--- src/rtl/axi4_burst_master_if.sv ---
// AXI4 channel bundle between the burst master and a memory/MMIO responder.
interface axi4_burst_master_if #(
  parameter int unsigned AXI_ID_WIDTH   = 4,
  parameter int unsigned AXI_ADDR_WIDTH = 32,
  parameter int unsigned AXI_DATA_WIDTH = 64
);
  logic                        bits_aw_valid;
  logic                        bits_aw_ready;
  logic [AXI_ID_WIDTH-1:0]     bits_aw_bits_id;
  logic [AXI_ADDR_WIDTH-1:0]   bits_aw_bits_addr;
  logic [7:0]                  bits_aw_bits_len;
  logic [2:0]                  bits_aw_bits_size;
  logic [1:0]                  bits_aw_bits_burst;
  logic                        bits_aw_bits_lock;
  logic [3:0]                  bits_aw_bits_cache;
  logic [2:0]                  bits_aw_bits_prot;
  logic [3:0]                  bits_aw_bits_qos;

  logic                        bits_ar_valid;
  logic                        bits_ar_ready;
  logic [AXI_ID_WIDTH-1:0]     bits_ar_bits_id;
  logic [AXI_ADDR_WIDTH-1:0]   bits_ar_bits_addr;
  logic [7:0]                  bits_ar_bits_len;
  logic [2:0]                  bits_ar_bits_size;
  logic [1:0]                  bits_ar_bits_burst;
  logic                        bits_ar_bits_lock;
  logic [3:0]                  bits_ar_bits_cache;
  logic [2:0]                  bits_ar_bits_prot;
  logic [3:0]                  bits_ar_bits_qos;

  logic                        bits_w_valid;
  logic                        bits_w_ready;
  logic [AXI_DATA_WIDTH-1:0]   bits_w_bits_data;
  logic [AXI_DATA_WIDTH/8-1:0] bits_w_bits_strb;
  logic                        bits_w_bits_last;

  logic                        bits_b_valid;
  logic                        bits_b_ready;
  logic [AXI_ID_WIDTH-1:0]     bits_b_bits_id;
  logic [1:0]                  bits_b_bits_resp;

  logic                        bits_r_valid;
  logic                        bits_r_ready;
  logic [AXI_ID_WIDTH-1:0]     bits_r_bits_id;
  logic [AXI_DATA_WIDTH-1:0]   bits_r_bits_data;
  logic [1:0]                  bits_r_bits_resp;
  logic                        bits_r_bits_last;

  modport master (
    output bits_aw_valid, bits_aw_bits_id, bits_aw_bits_addr, bits_aw_bits_len,
           bits_aw_bits_size, bits_aw_bits_burst, bits_aw_bits_lock, bits_aw_bits_cache,
           bits_aw_bits_prot, bits_aw_bits_qos,
           bits_ar_valid, bits_ar_bits_id, bits_ar_bits_addr, bits_ar_bits_len,
           bits_ar_bits_size, bits_ar_bits_burst, bits_ar_bits_lock, bits_ar_bits_cache,
           bits_ar_bits_prot, bits_ar_bits_qos,
           bits_w_valid, bits_w_bits_data, bits_w_bits_strb, bits_w_bits_last,
           bits_b_ready, bits_r_ready,
    input  bits_aw_ready, bits_ar_ready, bits_w_ready,
           bits_b_valid, bits_b_bits_id, bits_b_bits_resp,
           bits_r_valid, bits_r_bits_id, bits_r_bits_data, bits_r_bits_resp, bits_r_bits_last
  );

  modport slave (
    input  bits_aw_valid, bits_aw_bits_id, bits_aw_bits_addr, bits_aw_bits_len,
           bits_aw_bits_size, bits_aw_bits_burst, bits_aw_bits_lock, bits_aw_bits_cache,
           bits_aw_bits_prot, bits_aw_bits_qos,
           bits_ar_valid, bits_ar_bits_id, bits_ar_bits_addr, bits_ar_bits_len,
           bits_ar_bits_size, bits_ar_bits_burst, bits_ar_bits_lock, bits_ar_bits_cache,
           bits_ar_bits_prot, bits_ar_bits_qos,
           bits_w_valid, bits_w_bits_data, bits_w_bits_strb, bits_w_bits_last,
           bits_b_ready, bits_r_ready,
    output bits_aw_ready, bits_ar_ready, bits_w_ready,
           bits_b_valid, bits_b_bits_id, bits_b_bits_resp,
           bits_r_valid, bits_r_bits_id, bits_r_bits_data, bits_r_bits_resp, bits_r_bits_last
  );
endinterface

--- src/rtl/axi4_burst_master.sv ---
// Single-outstanding AXI4 burst initiator: one local command -> one AXI read
// or write burst -> one completion carrying the worst response and an error flag.
module axi4_burst_master #(
  parameter int unsigned AXI_ID_WIDTH   = 4,
  parameter int unsigned AXI_ADDR_WIDTH = 32,
  parameter int unsigned AXI_DATA_WIDTH = 64,
  parameter int unsigned AXI_ID         = 0
) (
  input  logic                        clock,
  input  logic                        reset,
  input  logic                        cmd_valid,
  output logic                        cmd_ready,
  input  logic                        cmd_write,
  input  logic [AXI_ADDR_WIDTH-1:0]   cmd_addr,
  input  logic [7:0]                  cmd_len,
  input  logic [2:0]                  cmd_size,
  input  logic [1:0]                  cmd_burst,
  input  logic                        wr_valid,
  output logic                        wr_ready,
  input  logic [AXI_DATA_WIDTH-1:0]   wr_data,
  input  logic [AXI_DATA_WIDTH/8-1:0] wr_strb,
  output logic                        rd_valid,
  input  logic                        rd_ready,
  output logic [AXI_DATA_WIDTH-1:0]   rd_data,
  output logic                        rd_last,
  output logic                        done_valid,
  input  logic                        done_ready,
  output logic [1:0]                  done_resp,
  output logic                        done_err,
  axi4_burst_master_if.master         axi4_mmio_0
);

  localparam logic [AXI_ID_WIDTH-1:0] ID_C     = AXI_ID[AXI_ID_WIDTH-1:0];
  localparam logic [2:0]              MAX_SIZE = 3'($clog2(AXI_DATA_WIDTH/8));

  typedef enum logic [2:0] {IDLE, AR, R, AW, W, B, DONE} state_e;

  state_e                      state_q, state_d;
  logic [AXI_ADDR_WIDTH-1:0]   addr_q, addr_d;
  logic [7:0]                  len_q, len_d;
  logic [2:0]                  size_q, size_d;
  logic [1:0]                  burst_q, burst_d;
  logic [7:0]                  beat_cnt_q, beat_cnt_d;
  logic [1:0]                  resp_q, resp_d;
  logic                        err_q, err_d;
  logic                        cmd_ready_q, cmd_ready_d;
  logic                        aw_valid_q, aw_valid_d;
  logic                        ar_valid_q, ar_valid_d;
  logic                        b_ready_q, b_ready_d;
  logic                        done_valid_q, done_valid_d;

  logic in_w, in_r, last_beat, illegal;

  assign in_w      = (state_q == W);
  assign in_r      = (state_q == R);
  assign last_beat = (beat_cnt_q == len_q);
  assign illegal   = (cmd_size > MAX_SIZE) || (cmd_burst == 2'b11) ||
                     ((cmd_burst == 2'b10) && !(cmd_len inside {8'd1, 8'd3, 8'd7, 8'd15}));

  // Next-state, field capture, beat counting and response accumulation.
  // Handshake-style outputs are decoded from the next state so they leave a flop.
  always_comb begin
    state_d    = state_q;
    addr_d     = addr_q;
    len_d      = len_q;
    size_d     = size_q;
    burst_d    = burst_q;
    beat_cnt_d = beat_cnt_q;
    resp_d     = resp_q;
    err_d      = err_q;
    case (state_q)
      IDLE: begin
        if (cmd_valid && cmd_ready_q) begin
          addr_d     = cmd_addr;
          len_d      = cmd_len;
          size_d     = cmd_size;
          burst_d    = cmd_burst;
          beat_cnt_d = '0;
          resp_d     = '0;
          err_d      = 1'b0;
          if (illegal) begin
            state_d = DONE;
            resp_d  = 2'b10;
            err_d   = 1'b1;
          end else begin
            state_d = cmd_write ? AW : AR;
          end
        end
      end
      AW: if (aw_valid_q && axi4_mmio_0.bits_aw_ready) state_d = W;
      AR: if (ar_valid_q && axi4_mmio_0.bits_ar_ready) state_d = R;
      W: begin
        if (wr_valid && axi4_mmio_0.bits_w_ready) begin
          beat_cnt_d = beat_cnt_q + 8'd1;
          if (last_beat) state_d = B;
        end
      end
      B: begin
        if (b_ready_q && axi4_mmio_0.bits_b_valid) begin
          if (axi4_mmio_0.bits_b_bits_resp > resp_q) resp_d = axi4_mmio_0.bits_b_bits_resp;
          err_d   = err_q | (axi4_mmio_0.bits_b_bits_id != ID_C);
          state_d = DONE;
        end
      end
      R: begin
        if (axi4_mmio_0.bits_r_valid && rd_ready) begin
          if (axi4_mmio_0.bits_r_bits_resp > resp_q) resp_d = axi4_mmio_0.bits_r_bits_resp;
          err_d      = err_q | (axi4_mmio_0.bits_r_bits_id != ID_C) |
                       (axi4_mmio_0.bits_r_bits_last != last_beat);
          beat_cnt_d = beat_cnt_q + 8'd1;
          if (last_beat) state_d = DONE;
        end
      end
      DONE: if (done_valid_q && done_ready) state_d = IDLE;
      default: state_d = IDLE;
    endcase
    cmd_ready_d  = (state_d == IDLE);
    aw_valid_d   = (state_d == AW);
    ar_valid_d   = (state_d == AR);
    b_ready_d    = (state_d == B);
    done_valid_d = (state_d == DONE);
  end

  // State and output registers with synchronous reset.
  always_ff @(posedge clock) begin
    if (reset) begin
      state_q      <= IDLE;
      addr_q       <= '0;
      len_q        <= '0;
      size_q       <= '0;
      burst_q      <= '0;
      beat_cnt_q   <= '0;
      resp_q       <= '0;
      err_q        <= 1'b0;
      cmd_ready_q  <= 1'b0;
      aw_valid_q   <= 1'b0;
      ar_valid_q   <= 1'b0;
      b_ready_q    <= 1'b0;
      done_valid_q <= 1'b0;
    end else begin
      state_q      <= state_d;
      addr_q       <= addr_d;
      len_q        <= len_d;
      size_q       <= size_d;
      burst_q      <= burst_d;
      beat_cnt_q   <= beat_cnt_d;
      resp_q       <= resp_d;
      err_q        <= err_d;
      cmd_ready_q  <= cmd_ready_d;
      aw_valid_q   <= aw_valid_d;
      ar_valid_q   <= ar_valid_d;
      b_ready_q    <= b_ready_d;
      done_valid_q <= done_valid_d;
    end
  end

  assign cmd_ready  = cmd_ready_q;
  assign done_valid = done_valid_q;
  assign done_resp  = resp_q;
  assign done_err   = err_q;

  assign axi4_mmio_0.bits_aw_valid      = aw_valid_q;
  assign axi4_mmio_0.bits_aw_bits_id    = ID_C;
  assign axi4_mmio_0.bits_aw_bits_addr  = addr_q;
  assign axi4_mmio_0.bits_aw_bits_len   = len_q;
  assign axi4_mmio_0.bits_aw_bits_size  = size_q;
  assign axi4_mmio_0.bits_aw_bits_burst = burst_q;
  assign axi4_mmio_0.bits_aw_bits_lock  = 1'b0;
  assign axi4_mmio_0.bits_aw_bits_cache = 4'b0011;
  assign axi4_mmio_0.bits_aw_bits_prot  = 3'b000;
  assign axi4_mmio_0.bits_aw_bits_qos   = 4'b0000;

  assign axi4_mmio_0.bits_ar_valid      = ar_valid_q;
  assign axi4_mmio_0.bits_ar_bits_id    = ID_C;
  assign axi4_mmio_0.bits_ar_bits_addr  = addr_q;
  assign axi4_mmio_0.bits_ar_bits_len   = len_q;
  assign axi4_mmio_0.bits_ar_bits_size  = size_q;
  assign axi4_mmio_0.bits_ar_bits_burst = burst_q;
  assign axi4_mmio_0.bits_ar_bits_lock  = 1'b0;
  assign axi4_mmio_0.bits_ar_bits_cache = 4'b0011;
  assign axi4_mmio_0.bits_ar_bits_prot  = 3'b000;
  assign axi4_mmio_0.bits_ar_bits_qos   = 4'b0000;

  // Data paths are gated by state so nothing leaks out outside W/R or during reset.
  assign axi4_mmio_0.bits_w_valid     = in_w & wr_valid;
  assign wr_ready                     = in_w & axi4_mmio_0.bits_w_ready;
  assign axi4_mmio_0.bits_w_bits_data = in_w ? wr_data : '0;
  assign axi4_mmio_0.bits_w_bits_strb = in_w ? wr_strb : '0;
  assign axi4_mmio_0.bits_w_bits_last = in_w & last_beat;

  assign axi4_mmio_0.bits_b_ready = b_ready_q;

  assign rd_valid                 = in_r & axi4_mmio_0.bits_r_valid;
  assign axi4_mmio_0.bits_r_ready = in_r & rd_ready;
  assign rd_data                  = in_r ? axi4_mmio_0.bits_r_bits_data : '0;
  assign rd_last                  = in_r & last_beat;

endmodule

--- src/flat_wrapper.sv ---
// flat-port wrapper written by rule: the top's interface ports become plain ports
module axi4_burst_master_flat 
#(
  parameter int unsigned AXI_ID_WIDTH   = 4,
  parameter int unsigned AXI_ADDR_WIDTH = 32,
  parameter int unsigned AXI_DATA_WIDTH = 64,
  parameter int unsigned AXI_ID         = 0
)
  (clock, reset, cmd_valid, cmd_ready, cmd_write, cmd_addr, cmd_len, cmd_size, cmd_burst, wr_valid, wr_ready, wr_data, wr_strb, rd_valid, rd_ready, rd_data, rd_last, done_valid, done_ready, done_resp, done_err, axi4_mmio_0_bits_aw_valid, axi4_mmio_0_bits_aw_bits_id, axi4_mmio_0_bits_aw_bits_addr, axi4_mmio_0_bits_aw_bits_len, axi4_mmio_0_bits_aw_bits_size, axi4_mmio_0_bits_aw_bits_burst, axi4_mmio_0_bits_aw_bits_lock, axi4_mmio_0_bits_aw_bits_cache, axi4_mmio_0_bits_aw_bits_prot, axi4_mmio_0_bits_aw_bits_qos, axi4_mmio_0_bits_ar_valid, axi4_mmio_0_bits_ar_bits_id, axi4_mmio_0_bits_ar_bits_addr, axi4_mmio_0_bits_ar_bits_len, axi4_mmio_0_bits_ar_bits_size, axi4_mmio_0_bits_ar_bits_burst, axi4_mmio_0_bits_ar_bits_lock, axi4_mmio_0_bits_ar_bits_cache, axi4_mmio_0_bits_ar_bits_prot, axi4_mmio_0_bits_ar_bits_qos, axi4_mmio_0_bits_w_valid, axi4_mmio_0_bits_w_bits_data, axi4_mmio_0_bits_w_bits_strb, axi4_mmio_0_bits_w_bits_last, axi4_mmio_0_bits_b_ready, axi4_mmio_0_bits_r_ready, axi4_mmio_0_bits_aw_ready, axi4_mmio_0_bits_ar_ready, axi4_mmio_0_bits_w_ready, axi4_mmio_0_bits_b_valid, axi4_mmio_0_bits_b_bits_id, axi4_mmio_0_bits_b_bits_resp, axi4_mmio_0_bits_r_valid, axi4_mmio_0_bits_r_bits_id, axi4_mmio_0_bits_r_bits_data, axi4_mmio_0_bits_r_bits_resp, axi4_mmio_0_bits_r_bits_last);
  axi4_burst_master_if #(.AXI_ID_WIDTH(AXI_ID_WIDTH), .AXI_ADDR_WIDTH(AXI_ADDR_WIDTH), .AXI_DATA_WIDTH(AXI_DATA_WIDTH)) axi4_mmio_0_i ();
  input  logic clock;
  input  logic reset;
  input  logic cmd_valid;
  output logic cmd_ready;
  input  logic cmd_write;
  input  logic [AXI_ADDR_WIDTH-1:0] cmd_addr;
  input  logic [7:0] cmd_len;
  input  logic [2:0] cmd_size;
  input  logic [1:0] cmd_burst;
  input  logic wr_valid;
  output logic wr_ready;
  input  logic [AXI_DATA_WIDTH-1:0] wr_data;
  input  logic [AXI_DATA_WIDTH/8-1:0] wr_strb;
  output logic rd_valid;
  input  logic rd_ready;
  output logic [AXI_DATA_WIDTH-1:0] rd_data;
  output logic rd_last;
  output logic done_valid;
  input  logic done_ready;
  output logic [1:0] done_resp;
  output logic done_err;
  output wire logic [$bits(axi4_mmio_0_i.bits_aw_valid)-1:0] axi4_mmio_0_bits_aw_valid;
  output wire logic [$bits(axi4_mmio_0_i.bits_aw_bits_id)-1:0] axi4_mmio_0_bits_aw_bits_id;
  output wire logic [$bits(axi4_mmio_0_i.bits_aw_bits_addr)-1:0] axi4_mmio_0_bits_aw_bits_addr;
  output wire logic [$bits(axi4_mmio_0_i.bits_aw_bits_len)-1:0] axi4_mmio_0_bits_aw_bits_len;
  output wire logic [$bits(axi4_mmio_0_i.bits_aw_bits_size)-1:0] axi4_mmio_0_bits_aw_bits_size;
  output wire logic [$bits(axi4_mmio_0_i.bits_aw_bits_burst)-1:0] axi4_mmio_0_bits_aw_bits_burst;
  output wire logic [$bits(axi4_mmio_0_i.bits_aw_bits_lock)-1:0] axi4_mmio_0_bits_aw_bits_lock;
  output wire logic [$bits(axi4_mmio_0_i.bits_aw_bits_cache)-1:0] axi4_mmio_0_bits_aw_bits_cache;
  output wire logic [$bits(axi4_mmio_0_i.bits_aw_bits_prot)-1:0] axi4_mmio_0_bits_aw_bits_prot;
  output wire logic [$bits(axi4_mmio_0_i.bits_aw_bits_qos)-1:0] axi4_mmio_0_bits_aw_bits_qos;
  output wire logic [$bits(axi4_mmio_0_i.bits_ar_valid)-1:0] axi4_mmio_0_bits_ar_valid;
  output wire logic [$bits(axi4_mmio_0_i.bits_ar_bits_id)-1:0] axi4_mmio_0_bits_ar_bits_id;
  output wire logic [$bits(axi4_mmio_0_i.bits_ar_bits_addr)-1:0] axi4_mmio_0_bits_ar_bits_addr;
  output wire logic [$bits(axi4_mmio_0_i.bits_ar_bits_len)-1:0] axi4_mmio_0_bits_ar_bits_len;
  output wire logic [$bits(axi4_mmio_0_i.bits_ar_bits_size)-1:0] axi4_mmio_0_bits_ar_bits_size;
  output wire logic [$bits(axi4_mmio_0_i.bits_ar_bits_burst)-1:0] axi4_mmio_0_bits_ar_bits_burst;
  output wire logic [$bits(axi4_mmio_0_i.bits_ar_bits_lock)-1:0] axi4_mmio_0_bits_ar_bits_lock;
  output wire logic [$bits(axi4_mmio_0_i.bits_ar_bits_cache)-1:0] axi4_mmio_0_bits_ar_bits_cache;
  output wire logic [$bits(axi4_mmio_0_i.bits_ar_bits_prot)-1:0] axi4_mmio_0_bits_ar_bits_prot;
  output wire logic [$bits(axi4_mmio_0_i.bits_ar_bits_qos)-1:0] axi4_mmio_0_bits_ar_bits_qos;
  output wire logic [$bits(axi4_mmio_0_i.bits_w_valid)-1:0] axi4_mmio_0_bits_w_valid;
  output wire logic [$bits(axi4_mmio_0_i.bits_w_bits_data)-1:0] axi4_mmio_0_bits_w_bits_data;
  output wire logic [$bits(axi4_mmio_0_i.bits_w_bits_strb)-1:0] axi4_mmio_0_bits_w_bits_strb;
  output wire logic [$bits(axi4_mmio_0_i.bits_w_bits_last)-1:0] axi4_mmio_0_bits_w_bits_last;
  output wire logic [$bits(axi4_mmio_0_i.bits_b_ready)-1:0] axi4_mmio_0_bits_b_ready;
  output wire logic [$bits(axi4_mmio_0_i.bits_r_ready)-1:0] axi4_mmio_0_bits_r_ready;
  input wire logic [$bits(axi4_mmio_0_i.bits_aw_ready)-1:0] axi4_mmio_0_bits_aw_ready;
  input wire logic [$bits(axi4_mmio_0_i.bits_ar_ready)-1:0] axi4_mmio_0_bits_ar_ready;
  input wire logic [$bits(axi4_mmio_0_i.bits_w_ready)-1:0] axi4_mmio_0_bits_w_ready;
  input wire logic [$bits(axi4_mmio_0_i.bits_b_valid)-1:0] axi4_mmio_0_bits_b_valid;
  input wire logic [$bits(axi4_mmio_0_i.bits_b_bits_id)-1:0] axi4_mmio_0_bits_b_bits_id;
  input wire logic [$bits(axi4_mmio_0_i.bits_b_bits_resp)-1:0] axi4_mmio_0_bits_b_bits_resp;
  input wire logic [$bits(axi4_mmio_0_i.bits_r_valid)-1:0] axi4_mmio_0_bits_r_valid;
  input wire logic [$bits(axi4_mmio_0_i.bits_r_bits_id)-1:0] axi4_mmio_0_bits_r_bits_id;
  input wire logic [$bits(axi4_mmio_0_i.bits_r_bits_data)-1:0] axi4_mmio_0_bits_r_bits_data;
  input wire logic [$bits(axi4_mmio_0_i.bits_r_bits_resp)-1:0] axi4_mmio_0_bits_r_bits_resp;
  input wire logic [$bits(axi4_mmio_0_i.bits_r_bits_last)-1:0] axi4_mmio_0_bits_r_bits_last;
  assign axi4_mmio_0_bits_aw_valid = axi4_mmio_0_i.bits_aw_valid;
  assign axi4_mmio_0_bits_aw_bits_id = axi4_mmio_0_i.bits_aw_bits_id;
  assign axi4_mmio_0_bits_aw_bits_addr = axi4_mmio_0_i.bits_aw_bits_addr;
  assign axi4_mmio_0_bits_aw_bits_len = axi4_mmio_0_i.bits_aw_bits_len;
  assign axi4_mmio_0_bits_aw_bits_size = axi4_mmio_0_i.bits_aw_bits_size;
  assign axi4_mmio_0_bits_aw_bits_burst = axi4_mmio_0_i.bits_aw_bits_burst;
  assign axi4_mmio_0_bits_aw_bits_lock = axi4_mmio_0_i.bits_aw_bits_lock;
  assign axi4_mmio_0_bits_aw_bits_cache = axi4_mmio_0_i.bits_aw_bits_cache;
  assign axi4_mmio_0_bits_aw_bits_prot = axi4_mmio_0_i.bits_aw_bits_prot;
  assign axi4_mmio_0_bits_aw_bits_qos = axi4_mmio_0_i.bits_aw_bits_qos;
  assign axi4_mmio_0_bits_ar_valid = axi4_mmio_0_i.bits_ar_valid;
  assign axi4_mmio_0_bits_ar_bits_id = axi4_mmio_0_i.bits_ar_bits_id;
  assign axi4_mmio_0_bits_ar_bits_addr = axi4_mmio_0_i.bits_ar_bits_addr;
  assign axi4_mmio_0_bits_ar_bits_len = axi4_mmio_0_i.bits_ar_bits_len;
  assign axi4_mmio_0_bits_ar_bits_size = axi4_mmio_0_i.bits_ar_bits_size;
  assign axi4_mmio_0_bits_ar_bits_burst = axi4_mmio_0_i.bits_ar_bits_burst;
  assign axi4_mmio_0_bits_ar_bits_lock = axi4_mmio_0_i.bits_ar_bits_lock;
  assign axi4_mmio_0_bits_ar_bits_cache = axi4_mmio_0_i.bits_ar_bits_cache;
  assign axi4_mmio_0_bits_ar_bits_prot = axi4_mmio_0_i.bits_ar_bits_prot;
  assign axi4_mmio_0_bits_ar_bits_qos = axi4_mmio_0_i.bits_ar_bits_qos;
  assign axi4_mmio_0_bits_w_valid = axi4_mmio_0_i.bits_w_valid;
  assign axi4_mmio_0_bits_w_bits_data = axi4_mmio_0_i.bits_w_bits_data;
  assign axi4_mmio_0_bits_w_bits_strb = axi4_mmio_0_i.bits_w_bits_strb;
  assign axi4_mmio_0_bits_w_bits_last = axi4_mmio_0_i.bits_w_bits_last;
  assign axi4_mmio_0_bits_b_ready = axi4_mmio_0_i.bits_b_ready;
  assign axi4_mmio_0_bits_r_ready = axi4_mmio_0_i.bits_r_ready;
  assign axi4_mmio_0_i.bits_aw_ready = axi4_mmio_0_bits_aw_ready;
  assign axi4_mmio_0_i.bits_ar_ready = axi4_mmio_0_bits_ar_ready;
  assign axi4_mmio_0_i.bits_w_ready = axi4_mmio_0_bits_w_ready;
  assign axi4_mmio_0_i.bits_b_valid = axi4_mmio_0_bits_b_valid;
  assign axi4_mmio_0_i.bits_b_bits_id = axi4_mmio_0_bits_b_bits_id;
  assign axi4_mmio_0_i.bits_b_bits_resp = axi4_mmio_0_bits_b_bits_resp;
  assign axi4_mmio_0_i.bits_r_valid = axi4_mmio_0_bits_r_valid;
  assign axi4_mmio_0_i.bits_r_bits_id = axi4_mmio_0_bits_r_bits_id;
  assign axi4_mmio_0_i.bits_r_bits_data = axi4_mmio_0_bits_r_bits_data;
  assign axi4_mmio_0_i.bits_r_bits_resp = axi4_mmio_0_bits_r_bits_resp;
  assign axi4_mmio_0_i.bits_r_bits_last = axi4_mmio_0_bits_r_bits_last;
  axi4_burst_master #(.AXI_ID_WIDTH(AXI_ID_WIDTH), .AXI_ADDR_WIDTH(AXI_ADDR_WIDTH), .AXI_DATA_WIDTH(AXI_DATA_WIDTH), .AXI_ID(AXI_ID)) u_core (.clock(clock), .reset(reset), .cmd_valid(cmd_valid), .cmd_ready(cmd_ready), .cmd_write(cmd_write), .cmd_addr(cmd_addr), .cmd_len(cmd_len), .cmd_size(cmd_size), .cmd_burst(cmd_burst), .wr_valid(wr_valid), .wr_ready(wr_ready), .wr_data(wr_data), .wr_strb(wr_strb), .rd_valid(rd_valid), .rd_ready(rd_ready), .rd_data(rd_data), .rd_last(rd_last), .done_valid(done_valid), .done_ready(done_ready), .done_resp(done_resp), .done_err(done_err), .axi4_mmio_0(axi4_mmio_0_i));
endmodule
--- config.mk ---
export PLATFORM = sky130hd
export DESIGN_NAME = axi4_burst_master_flat
export DESIGN_NICKNAME = d
export VERILOG_FILES = /design/src/rtl/axi4_burst_master_if.sv /design/src/rtl/axi4_burst_master.sv /design/src/flat_wrapper.sv
export SDC_FILE = /design/constraint.sdc
export NUM_CORES = 1
export LEC_CHECK = 0
export CAP_MARGIN = 30
export CORE_AREA = 2 2 186 188
export DETAILED_ROUTE_END_ITERATION = 10
export DIE_AREA = 0 0 188 190
export PLACE_DENSITY = 0.53
export SYNTH_ARGS = -nofsm -noshare
export SYNTH_HDL_FRONTEND = slang
export SYNTH_SLANG_ARGS = --single-unit
--- constraint.sdc ---
create_clock -name clock -period 2.25 [get_ports clock]
set_input_delay 0.675 -clock clock [delete_from_list [all_inputs] [get_ports clock]]
set_output_delay 0.675 -clock clock [all_outputs]
set_load 0.01 [all_outputs]
* After elaboration in Yosys (flattened, before gate mapping)
Cells that the tools add are included. W data, S select, Z words.
Cells by class: add/subtract/negate cells 1, $lt $le $gt $ge 3, equal/unequal tests 24, muxes and demuxes 31, bitwise logic cells 9, reductions and logical operators 22
Operators by type and width (count):
- $mux W64 | 2
- $mux W8 | 4
- $mux W3 | 10
- $pmux W8 S3 | 1
- $pmux W3 S7 | 1
- $eq A3 B3 Y1 const B | 5
- $mux W2 | 7
- $reduce_bool A4 Y1 | 3
- $eq A3 B2 Y1 const B | 3
- $add A8 B1 Y8 const B | 1
- $eq A8 B1 Y1 const B | 1
- $eq A8 B2 Y1 const B | 1
- $eq A8 B3 Y1 const B | 1
- $eq A8 B4 Y1 const B | 1
- $eq A8 B8 Y1 | 1
- $logic_and A1 B1 Y1 | 8
- $reduce_and A4 Y1 | 2
- $and A1 B1 Y1 | 6
- $eq A3 B1 Y1 const B | 2
- $logic_not A3 Y1 | 2
- $ne A2 B1 Y1 const B | 3
- $ne A2 B2 Y1 const B | 3
- $pmux W2 S3 | 1
- $reduce_and A6 Y1 | 1
- other kinds (11) | 20
Word-level totals: flip-flop bits (word level) 64, output and inout bits 272

* Longest topological paths before layout
Gate-level depths: netlist of the first run.
word-level depth 9, depth in mapped cells 7, gate-level depth less buffers 7

* Worst setup path before layout of the first run
OpenSTA, ideal clock, no wires.
kind register to output, start point register u_core.state_q[0], end point output port rd_data[43], arrival 1.471 ns, slack 0.104 ns, cell stages (with the launch flop) 7, path buffers 3, path through dfxtp_1 > buf_2 > nand2b_1 > nor2_1 > buf_2 > clkbuf_1 > and2_1
On the way: word-level cells in the longest chain between the ends 2
Ends and longest elaborated chain:
- from (decl) | RTL line axi4_burst_master.sv:38 | state_e state_q, state_d;
- from (signal assigned) | RTL line axi4_burst_master.sv:141 | state_q <= state_d;
- $eq A3 B2 Y1 | RTL line axi4_burst_master.sv:55 | assign in_r = (state_q == R);
- $mux W64 | RTL line axi4_burst_master.sv:195 | assign rd_data = in_r ? axi4_mmio_0.bits_r_bits_data : '0;
- to (decl) | RTL line flat_wrapper.sv:26 | output logic [AXI_DATA_WIDTH-1:0] rd_data;
No other way between the ends.

* Worst setup path after layout of the first run
start point register u_core.state_q[0], end point output port rd_data[10]
Same word-level chain as after synthesis.

==> impl_summary.md, run 1 <==
Cells and area
The post-route cell area is 10400 sq um. After the last flow step, the layout net total stands at 1296. Relative to the synthesized area, the layout overhead comes to 132%. Across the whole layout, storage elements account for 1320 sq um.

At the end of the flow the core is filled with cells to 30.5%. In the layout the commonest cells are 296 x sky130_fd_sc_hd__clkdlybuf4s50_1, 115 x sky130_fd_sc_hd__nand2_1, 90 x sky130_fd_sc_hd__buf_2. In the final layout, the share of cells above drive strength 1 is 31.8%. In the final layout, the multi-input gates occupy 2810 sq um. The filler cells instantiated in the layout total 3604. Leaving out fill and tap cells, the most frequent cell in the layout is sky130_fd_sc_hd__clkdlybuf4s50_1.

Clock tree
The clock passes through at most 2 buffers. TritonCTS built the clock tree. The cts-stage hold buffer count is 0. The clock latency at the later pin of the worst-skew pair is 0.32 ns.

The tree built by TritonCTS fans out to 64 sinks. The clock tree root driver cell is sky130_fd_sc_hd__clkbuf_16. After clock tree synthesis, the clock-pin slew on the worst setup and hold paths is 0.06 ns. In this run the number of H-tree levels came out at 3.

Clock tree synthesis inserted a total of 9 buffers.

Route
The total vias in the final route is 5983. The routed design has 26.7 mm of wire. After detailed routing, the number of remaining DRC violations is 0. The mean number of vias per cell is 3.87.

The detail route stage leaves a number of antenna-violating nets equal to 0. The detailed router finished its first iteration with 234 violations. The pre-antenna-repair detailed-routing pass consisted of 4 iterations. Dividing the detail-routed wire length by the instance count gives 17.3 microns.

Critical path
For the worst setup path, the data arrival time is 1.67 ns. STA puts the critical path data required time at 1.57 ns. The worst setup path is launched from a flip-flop. The top fanout value on the critical path is 8. On the worst path, the slowest cell contributes a delay of 0.36 ns. The largest individual stage delay along the critical path comes from the cell sky130_fd_sc_hd__dfxtp_2. The classification of the worst setup path is flip-flop to output pin. STA classifies the critical path endpoint as an output pin.

The signal on the critical path passes through nand2b_4 -> nor2_4 -> buf_6 -> buf_12 -> buf_12 -> buf_16 -> and2_1 -> buf_2. The most frequent cell on the critical path is sky130_fd_sc_hd__buf_12. The sum of buffers and inverters on the critical path is 5. The category of cells accounting for the largest share of critical-path delay is buffers and inverters.

Placement
The placed wire-length estimate is 20.0 mm. In this run the tool buffered the top-level ports with 445 buffer cells. The post-place setup slack is -0.436 ns. At the end of routability-driven placement, the weighted congestion stood at 0.798. The placed instances occupy a cell area of 9320 sq um.

Pwr
The leakage power is 4.54 nW. Dividing total power by cell area gives a power density of 815 nW/um^2. IR analysis of the VDD net gives a maximum drop of 0.000384 V.

Synth
The register area share after synthesis is 28.7%. The number of distinct library cells after synthesis is 50. The average size of a mapped cell is 7.16 sq um. The cell area after synthesis is 4470 sq um. The number of flip-flops and latches in the synthesized netlist is 64.

For this run, the leading register cell type out of synthesis is sky130_fd_sc_hd__dfxtp_1. The number of instances in the synthesized netlist is 624. In this run, synthesis inferred 0 flip-flops with an integrated enable.

Yosys printed 0 warnings. Counting flops with an async set or reset pin after synthesis yields a share of 0%.

STA
The final count of pins violating max slew was 0. Across the routed clock network, the largest skew measured is 0.00823 ns. Setup repair after global routing could not meet its margin everywhere. The post-route worst setup slack is -0.0990 ns. Dividing the final minimum period by the clock period gives 104%. At the pin with the least slew margin, the transition time is 0.516 ns. The final hold violation count is 0. Derived from the worst setup path, the maximum achievable clock frequency is 0.426 GHz. For the finished layout, the period the worst path requires is 2.35 ns. Setup violations remaining at the end of the flow were counted as 51.

The worst slew margin relative to its limit is 64.7%.

Global routing
The total overflow reported by the global router is 0. The first-pass GRT wire length is 37.8 mm. Global routing used 14.2% of the available tracks across all layers.

The number of global-route vias before repair came to 5908. Entering global routing, the biggest net connects 46 pins. The number of antenna violations at the first check in global routing is 1.

Hold path
In this run the worst hold path is classified as flip-flop to flip-flop.

Floorplanning
Once the floorplan was initialized, standard cells occupied 13.2% of the core. The row count is 68. The floorplan step defined a core boundary enclosing 33900 sq um.

The y dimension of the die is 190 microns. The die covers 35700 sq um. The die is 188 microns wide. The top-level I/O count is 478.

Status
The checks that failed: negative setup slack. The run finished, with violations left.

Run
Max-cap violations in this run came to 0.
[flip-flops by register name, indices dropped and copies added, names as in the netlist]
register and cells:
u_core.axi4_mmio_0.bits_ar_bits_len 8, u_core.cmd_ready 1, u_core.axi4_mmio_0.bits_ar_bits_addr 32, u_core.done_resp 2, u_core.done_err 1, u_core.axi4_mmio_0.bits_aw_valid 1
u_core.axi4_mmio_0.bits_b_ready 1, u_core.axi4_mmio_0.bits_ar_valid 1, u_core.beat_cnt_q 8, u_core.done_valid 1, u_core.state_q 3, u_core.axi4_mmio_0.bits_ar_bits_size 3
u_core.axi4_mmio_0.bits_ar_bits_burst 2
[final cells by class]
cell class / instances / share of cell area (%)
Multi-Input combinational cell: 463 / 27.1
Clock buffer: 10 / 2.31
Clock inverter: 6 / 0.882
Antenna cell: 1 / 0.0242
Timing Repair Buffer: 542 / 51.3
Tap cell: 455 / 5.50
Sequential cell: 64 / 12.7
Inverter: 5 / 0.181
[synthesized netlist by cell type, types with 2 or more instances]
master | n | area (sq um)
sky130_fd_sc_hd__conb_1 | 2 | 7.51
sky130_fd_sc_hd__nand2b_1 | 6 | 37.5
sky130_fd_sc_hd__clkbuf_1 | 32 | 120
sky130_fd_sc_hd__and2_1 | 67 | 419
sky130_fd_sc_hd__nor3_1 | 10 | 50.1
sky130_fd_sc_hd__and3_1 | 75 | 469
sky130_fd_sc_hd__a211oi_1 | 2 | 15.0
sky130_fd_sc_hd__a21o_1 | 5 | 37.5
sky130_fd_sc_hd__o211ai_1 | 3 | 22.5
sky130_fd_sc_hd__nand3b_1 | 3 | 22.5
sky130_fd_sc_hd__dfxtp_1 | 64 | 1280
sky130_fd_sc_hd__nor4_1 | 2 | 12.5
sky130_fd_sc_hd__nor2b_1 | 5 | 31.3
sky130_fd_sc_hd__nor2_1 | 14 | 52.6
sky130_fd_sc_hd__o21ai_0 | 15 | 75.1
sky130_fd_sc_hd__nand2_1 | 115 | 432
sky130_fd_sc_hd__nand4_1 | 3 | 18.8
sky130_fd_sc_hd__or3_1 | 4 | 25.0
sky130_fd_sc_hd__a21oi_1 | 59 | 295
sky130_fd_sc_hd__ha_1 | 5 | 62.6
sky130_fd_sc_hd__buf_4 | 77 | 578
sky130_fd_sc_hd__o21ai_1 | 2 | 10.0
sky130_fd_sc_hd__buf_2 | 12 | 60.1
sky130_fd_sc_hd__nand3_1 | 5 | 25.0
sky130_fd_sc_hd__inv_1 | 4 | 15.0
sky130_fd_sc_hd__xnor2_1 | 8 | 70.1
sky130_fd_sc_hd__or2_1 | 2 | 12.5
[report_power, final]
part           switching, mW  total, mW  internal (mW)
clock                  0.536       1.54           1.00
combinational           2.37       5.45           3.07
sequential             0.158       1.46           1.30
[logic make-up (layout without fill, tap and decap cells)]
logic type,after synthesis,count (layout),share of synthesized area (%)
and+or+nand+nor,319,319,37.7
adders and majority gates,5,5,1.40
AOI/OAI and AO/OA,98,98,12.6
other,2,33,0.168
buffers and inverters,127,563,17.7
DFF,64,64,28.7
xor gates and xnor gates,9,9,1.77
[worst register-to-register path, cell delays in order, from the launching register on]
cell and delay [ns]:
sky130_fd_sc_hd__dfxtp_2 0.38, sky130_fd_sc_hd__buf_12 0.19, sky130_fd_sc_hd__buf_4 0.22, sky130_fd_sc_hd__nand3b_1 0.23
sky130_fd_sc_hd__nor3_2 0.11, sky130_fd_sc_hd__a2111o_1 0.45, sky130_fd_sc_hd__or3_4 0.40, sky130_fd_sc_hd__nor3_2 0.11
[metrics by stage]
stage	TNS, ns	power [mW]	hold WS [ns]	std cells
2_1_floorplan	0	3.24	0.474	654
3_3_place_gp	-43.80	5.59	0.456	1484
3_5_place_dp	-43.49	5.59	0.464	1484
4_1_cts	-4.49	8.44	0.471	1540
5_1_grt	-8.88	8.97	0.491	1546
6_report	-2.38	8.45	0.470	1546
[repair_timing]
item / CTS / global route
cloned: 13 / 1
buffers inserted: 28 / 6
setup endpoints to repair: 144 / 146
pin swaps: 48 / 14
resized for setup: 704 / 46
[metal layers]
| metal | vias to the layer above | GRT usage, % | routed length (microns) |
|---|---|---|---|
| met1 | 2753 | 16.5 | 10500 |
| met4 | 0 | 3.30 | 431 |
| met3 | 21 | 3.71 | 2060 |
| met2 | 303 | 25.9 | 13700 |
| met5 | - | 0 | 0 |
| li1 | 2906 | - | - |
[worst paths after layout]
kind	from	endpoint	slack (ns)	depth (start not counted)
setup / recovery	u_core.state_q[0]	rd_data[10]	-0.1	8
hold / removal	u_core.axi4_mmio_0.bits_ar_bits_addr[1]	u_core.axi4_mmio_0.bits_ar_bits_addr[1]	0.47	2
setup reg to reg	u_core.state_q[2]	u_core.cmd_ready	0.09	7
hold reg to reg	u_core.axi4_mmio_0.bits_ar_bits_addr[1]	u_core.axi4_mmio_0.bits_ar_bits_addr[1]	0.47	2
No activity file was read; power rests on OpenSTA's default activity.
==> run 2, diff against run 1 <==
--- a/config.mk
+++ b/config.mk
@@ -5,11 +5,14 @@
 export SDC_FILE = /design/constraint.sdc
 export NUM_CORES = 1
 export LEC_CHECK = 0
+export ABC_AREA = 1
 export CAP_MARGIN = 30
-export CORE_AREA = 2 2 186 188
+export CORE_AREA = 2 2 188 190
 export DETAILED_ROUTE_END_ITERATION = 10
-export DIE_AREA = 0 0 188 190
+export DIE_AREA = 0 0 190 192
 export PLACE_DENSITY = 0.53
+export SETUP_SLACK_MARGIN = 0.2
+export SLEW_MARGIN = 20
 export SYNTH_ARGS = -nofsm -noshare
 export SYNTH_HDL_FRONTEND = slang
 export SYNTH_SLANG_ARGS = --single-unit
==> run 2 against run 1 <==
Against the previous run: the flow now finishes without violations; area after synthesis up 6.0%; total power rose by 2.3%; wire length up 3.4%; worst setup slack better by 0.11 ns; core utilization is 2.2 points higher; first-iteration DRC count shrank 33%; highest routed layer is now met5; flip-flop and latch count unchanged.
==> impl_summary.md, run 2 <==
Status
The run finished with clean final reports.

STA
The maximum clock frequency came to 0.446 GHz (+4.8%). The total negative slack for setup checks is 0 ns (+2.38 ns). The final number of setup-violating endpoints is 0 (-100%).

The worst-case hold slack was 0.515 ns (+0.0449 ns). The final count of pins violating max slew is 0 (unchanged). The final hold violation count was 0 (unchanged).

The final worst clock skew came to 0.00714 ns (-0.00109 ns). Setup repair after global routing could not meet its margin everywhere. The time the final worst path needs with I/O delays and setup came to 2.24 ns (-0.107 ns). The final clock period utilization by the worst path is 99.7% (-4.7 points).

Synth
The number of flip-flops and latches in the synthesized netlist is 64 (unchanged). The cell area after synthesis is 4730 sq um (+6.0%). The synthesis warning total is 0 (unchanged).

The number of distinct library cells after synthesis is 32 (-36%). The number of enable-type register cells in the synthesized netlist was 0 (unchanged). The register area share after synthesis came to 27.1% (-1.6 points).

The portion of synthesized cell area occupied by the leading cell type was 27.1% (-1.6 points). By count the netlist is led by 257 x sky130_fd_sc_hd__nor2_1, 181 x sky130_fd_sc_hd__inv_1, 87 x sky130_fd_sc_hd__nand2_1. By instance count, the leading cell after synthesis is sky130_fd_sc_hd__nor2_1.

The average size of a mapped cell came to 5.72 sq um (-20%). In the post-synthesis netlist, the biggest area contributors are sky130_fd_sc_hd__dfxtp_1 27%, sky130_fd_sc_hd__nor2_1 20%, sky130_fd_sc_hd__inv_1 14%, sky130_fd_sc_hd__buf_4 13%, sky130_fd_sc_hd__nand2_1 6.9%. The most used flip-flop cell after synthesis is sky130_fd_sc_hd__dfxtp_1. The share of synthesized registers carrying an async set or reset is 0% (unchanged).

The number of instances in the synthesized netlist is 828 (+33%). The cell taking the most area after synthesis is sky130_fd_sc_hd__dfxtp_1.

Clock tree
The number of buffers on the longest clock path is 2 (unchanged). Clock tree synthesis selected as its root buffer the cell sky130_fd_sc_hd__clkbuf_16. The register clock-pin slew on the reported worst setup and hold paths is 0.06 ns (about the same). The number of clock sinks is 64 (unchanged). TritonCTS built the clock tree. The cts-stage hold buffer count is 0 (unchanged).

The H-tree depth is 3 (unchanged). The number of CTS-inserted buffers is 9 (unchanged). The clock latency at the later pin of the worst-skew pair was 0.33 ns (about the same).

Critical path
STA classifies the critical path endpoint as an output pin. The end of the worst register-to-register path is u_core.beat_cnt_q[6]. The arrival time at the worst endpoint is 1.57 ns (-0.10 ns).

The cell count of the worst reg-to-reg path was 10 (+3). The classification of the worst setup path is input pin to output pin. The peak per-stage delay on the critical path was 0.48 ns (+0.12 ns). The internal reg-to-reg setup slack is 0.57 ns (+0.48 ns).

The slowest stage of the critical path is the sky130_fd_sc_hd__clkdlybuf4s50_1 cell. The required arrival time at the worst endpoint came to 1.57 ns (about the same). The worst setup path startpoint is axi4_mmio_0_bits_r_bits_data[25]. The launching point of the worst reg2reg path is u_core.state_q[0].

The top fanout value on the critical path is 1 (-7). STA classifies the critical path startpoint as an input pin. Walking the worst path, the cells encountered are clkdlybuf4s50_1 -> inv_2 -> nor2_1 -> clkdlybuf4s15_2.

Pwr
The proportion of power drawn by combinational gates is 64.6% (about the same). The switching share of power is 40.4% (+4.0 points). The total power is 8.64 mW (+2.3%).

The reported net switching power is 3.49 mW (+14%). The clock share of power was 16.4% (-1.8 points). The power density over the cells is 771 nW/um^2 (-5.5%). The internal power came to 5.15 mW (-4.1%).

The highest ir drop seen on vdd is 0.000442 V (+15%). The leakage power came to 5.44 nW (+20%). The sequential fraction of design power is 19.1% (+1.9 points).

Placement
The global placement routability congestion is 0.839 (+5.1%). The quantity of I/O buffers inserted on ports is 445 (unchanged). The placed wire-length estimate is 22.6 mm (+13%). The number of placed instances with taps included is 1724 (+16%).

Route
The DRC violation total after the first TritonRoute iteration is 157 (-33%). The final wirelength is 27.6 mm (+3.4%). The total iterations of the first detailed-routing run was 4 (unchanged). The total vias in the final route is 6539 (+9.3%). The number of design rule violations left after detail routing came to 0 (unchanged). The mean number of vias per cell is 3.70 (-4.4%). The post-detailed-route count of antenna-violating nets is 0 (unchanged). The detail-routed net length per standard cell is 15.6 microns (-9.6%).

Cells and area
Relative to the synthesized area, the layout overhead comes to 137%. The most common cell after layout, fill and taps aside is sky130_fd_sc_hd__clkdlybuf4s50_1. The number of nets in the layout is 1511 (+17%). The number of standard cells in the final layout excluding fillers is 1768 (+14%). The fraction of final layout cells sized beyond drive strength 1 is 32.0% (+0.12 points). The utilization of the core after routing is 32.7% (+2.2 points).

In the layout the commonest cells are 269 x sky130_fd_sc_hd__clkdlybuf4s50_1, 165 x sky130_fd_sc_hd__nor2_1, 162 x sky130_fd_sc_hd__inv_1. The number of flip-flops in the largest register is 32 (unchanged).

Floorplanning
The y dimension of the die is 192 microns (+1.1%). The top-level I/O count came to 478 (unchanged). The row count is 68 (unchanged). The die outline area is 36500 sq um (+2.1%).

The standard cell core area is 34300 sq um (+1.0%). The overall die width is 190 microns (+1.1%). The initial cell density of the core is 13.8% (+0.65 points).

Global routing
The number of global-route vias before repair is 6476 (+9.6%). The maximum number of pins on one net before global-route repair was 51 (+11%). The number of antenna violations at the first check in global routing was 12 (+11).

The total overflow reported by the global router is 0 (unchanged). The first-pass GRT wire length is 38.7 mm (+2.5%). The overall routing resource usage came to 14.3% (+0.067 points).

Run
The number of max-cap violations is 0 (unchanged).

Hold path
The min-delay analysis places its worst path in the category flip-flop to flip-flop. The worst hold path terminates at u_core.beat_cnt_q[7]. The startpoint of the tightest hold check path is u_core.beat_cnt_q[7].

The hold path depth came to 2 (unchanged).
-- run 2: cell types whose count changed in the layout (fill, tap and decap cells not counted), sizes merged, moves of 41 or more --
cell	change
and2	-67
a21oi	-41
o21ai	+41
buf	-47
inv	+185
nor2	+249
and3	-75
-- run 2: logic make-up (layout without fill, tap and decap cells) --
kind of cell	count (synthesis)	in the layout	share of synthesized area, %
XOR/XNOR	3	3	0.555
flip-flops	64	64	27.1
AO/OA/AOI/OAI	82	82	8.99
AND/OR/NAND/NOR	374	374	31.6
other	2	40	0.159
adder cells (fa/ha/maj)	5	5	1.32
buffers and inverters	298	745	30.3
-- run 2: what timing repair did --
item / 4_1_cts / 5_1_grt
gates cloned: 4 / 5
pin swaps: 26 / 40
gates resized for setup: 590 / 304
setup buffers: 6 / 5
endpoints found under the setup margin: 155 / 167
-- run 2: worst max-delay path, delay by kind of cell --
| kind | cells | cell delay (ns) |
|---|---|---|
| buffers and inverters | 3 | 0.77 |
| AND/OR/NAND/NOR | 1 | 0.12 |
-- run 2: worst max-delay path by stage --
| stage | cells after the start | end | slack [ns] |
|---|---|---|---|
| finish | 4 | rd_data[25] | 0.008 |
| global route | 7 | axi4_mmio_0_bits_w_bits_strb[1] | -0.05 |
| CTS | 4 | rd_data[59] | -0.04 |
| detailed placement | 4 | axi4_mmio_0_bits_w_valid | -0.50 |
| global placement | 4 | wr_ready | -0.51 |
| floorplan | 7 | rd_data[43] | 0.31 |
-- run 2: power by group through the flow --
stage | clock (mW) | combinational (mW) | sequential [mW]
5_1_grt | 1.50 | 6.04 | 1.68
3_5_place_dp | 0 | 4.78 | 1.64
4_1_cts | 1.45 | 4.95 | 1.64
6_report | 1.41 | 5.58 | 1.65
3_3_place_gp | 0 | 4.77 | 1.65
2_1_floorplan | 0 | 2.06 | 1.72
-- run 2: per-stage QoR --
step / area [sq um] / setup WS (ns)
floorplan: 4850 / 0.313
global placement: 9780 / -0.513
detailed placement: 9780 / -0.502
CTS: 10100 / -0.0391
global route: 11200 / -0.0494
finish: 11200 / 0.00752
-- run 2: layout make-up --
cell class	instances	area, sq um
sequential	64	1310
tap	455	569
clock buffer	11	243
multi-input combinational	496	2800
clock inverter	5	56.3
inverter	191	729
fill	3655	23100
timing repair buffer	538	5490
antenna	8	20.0
-- run 2: layer usage --
metal	global-route usage, %	wire (microns)	vias to the layer above
li1	-	-	3237
met1	15.0	10000	2949
met2	26.0	14100	309
met3	4.11	2310	42
met4	7.10	1200	2
met5	0	13	-
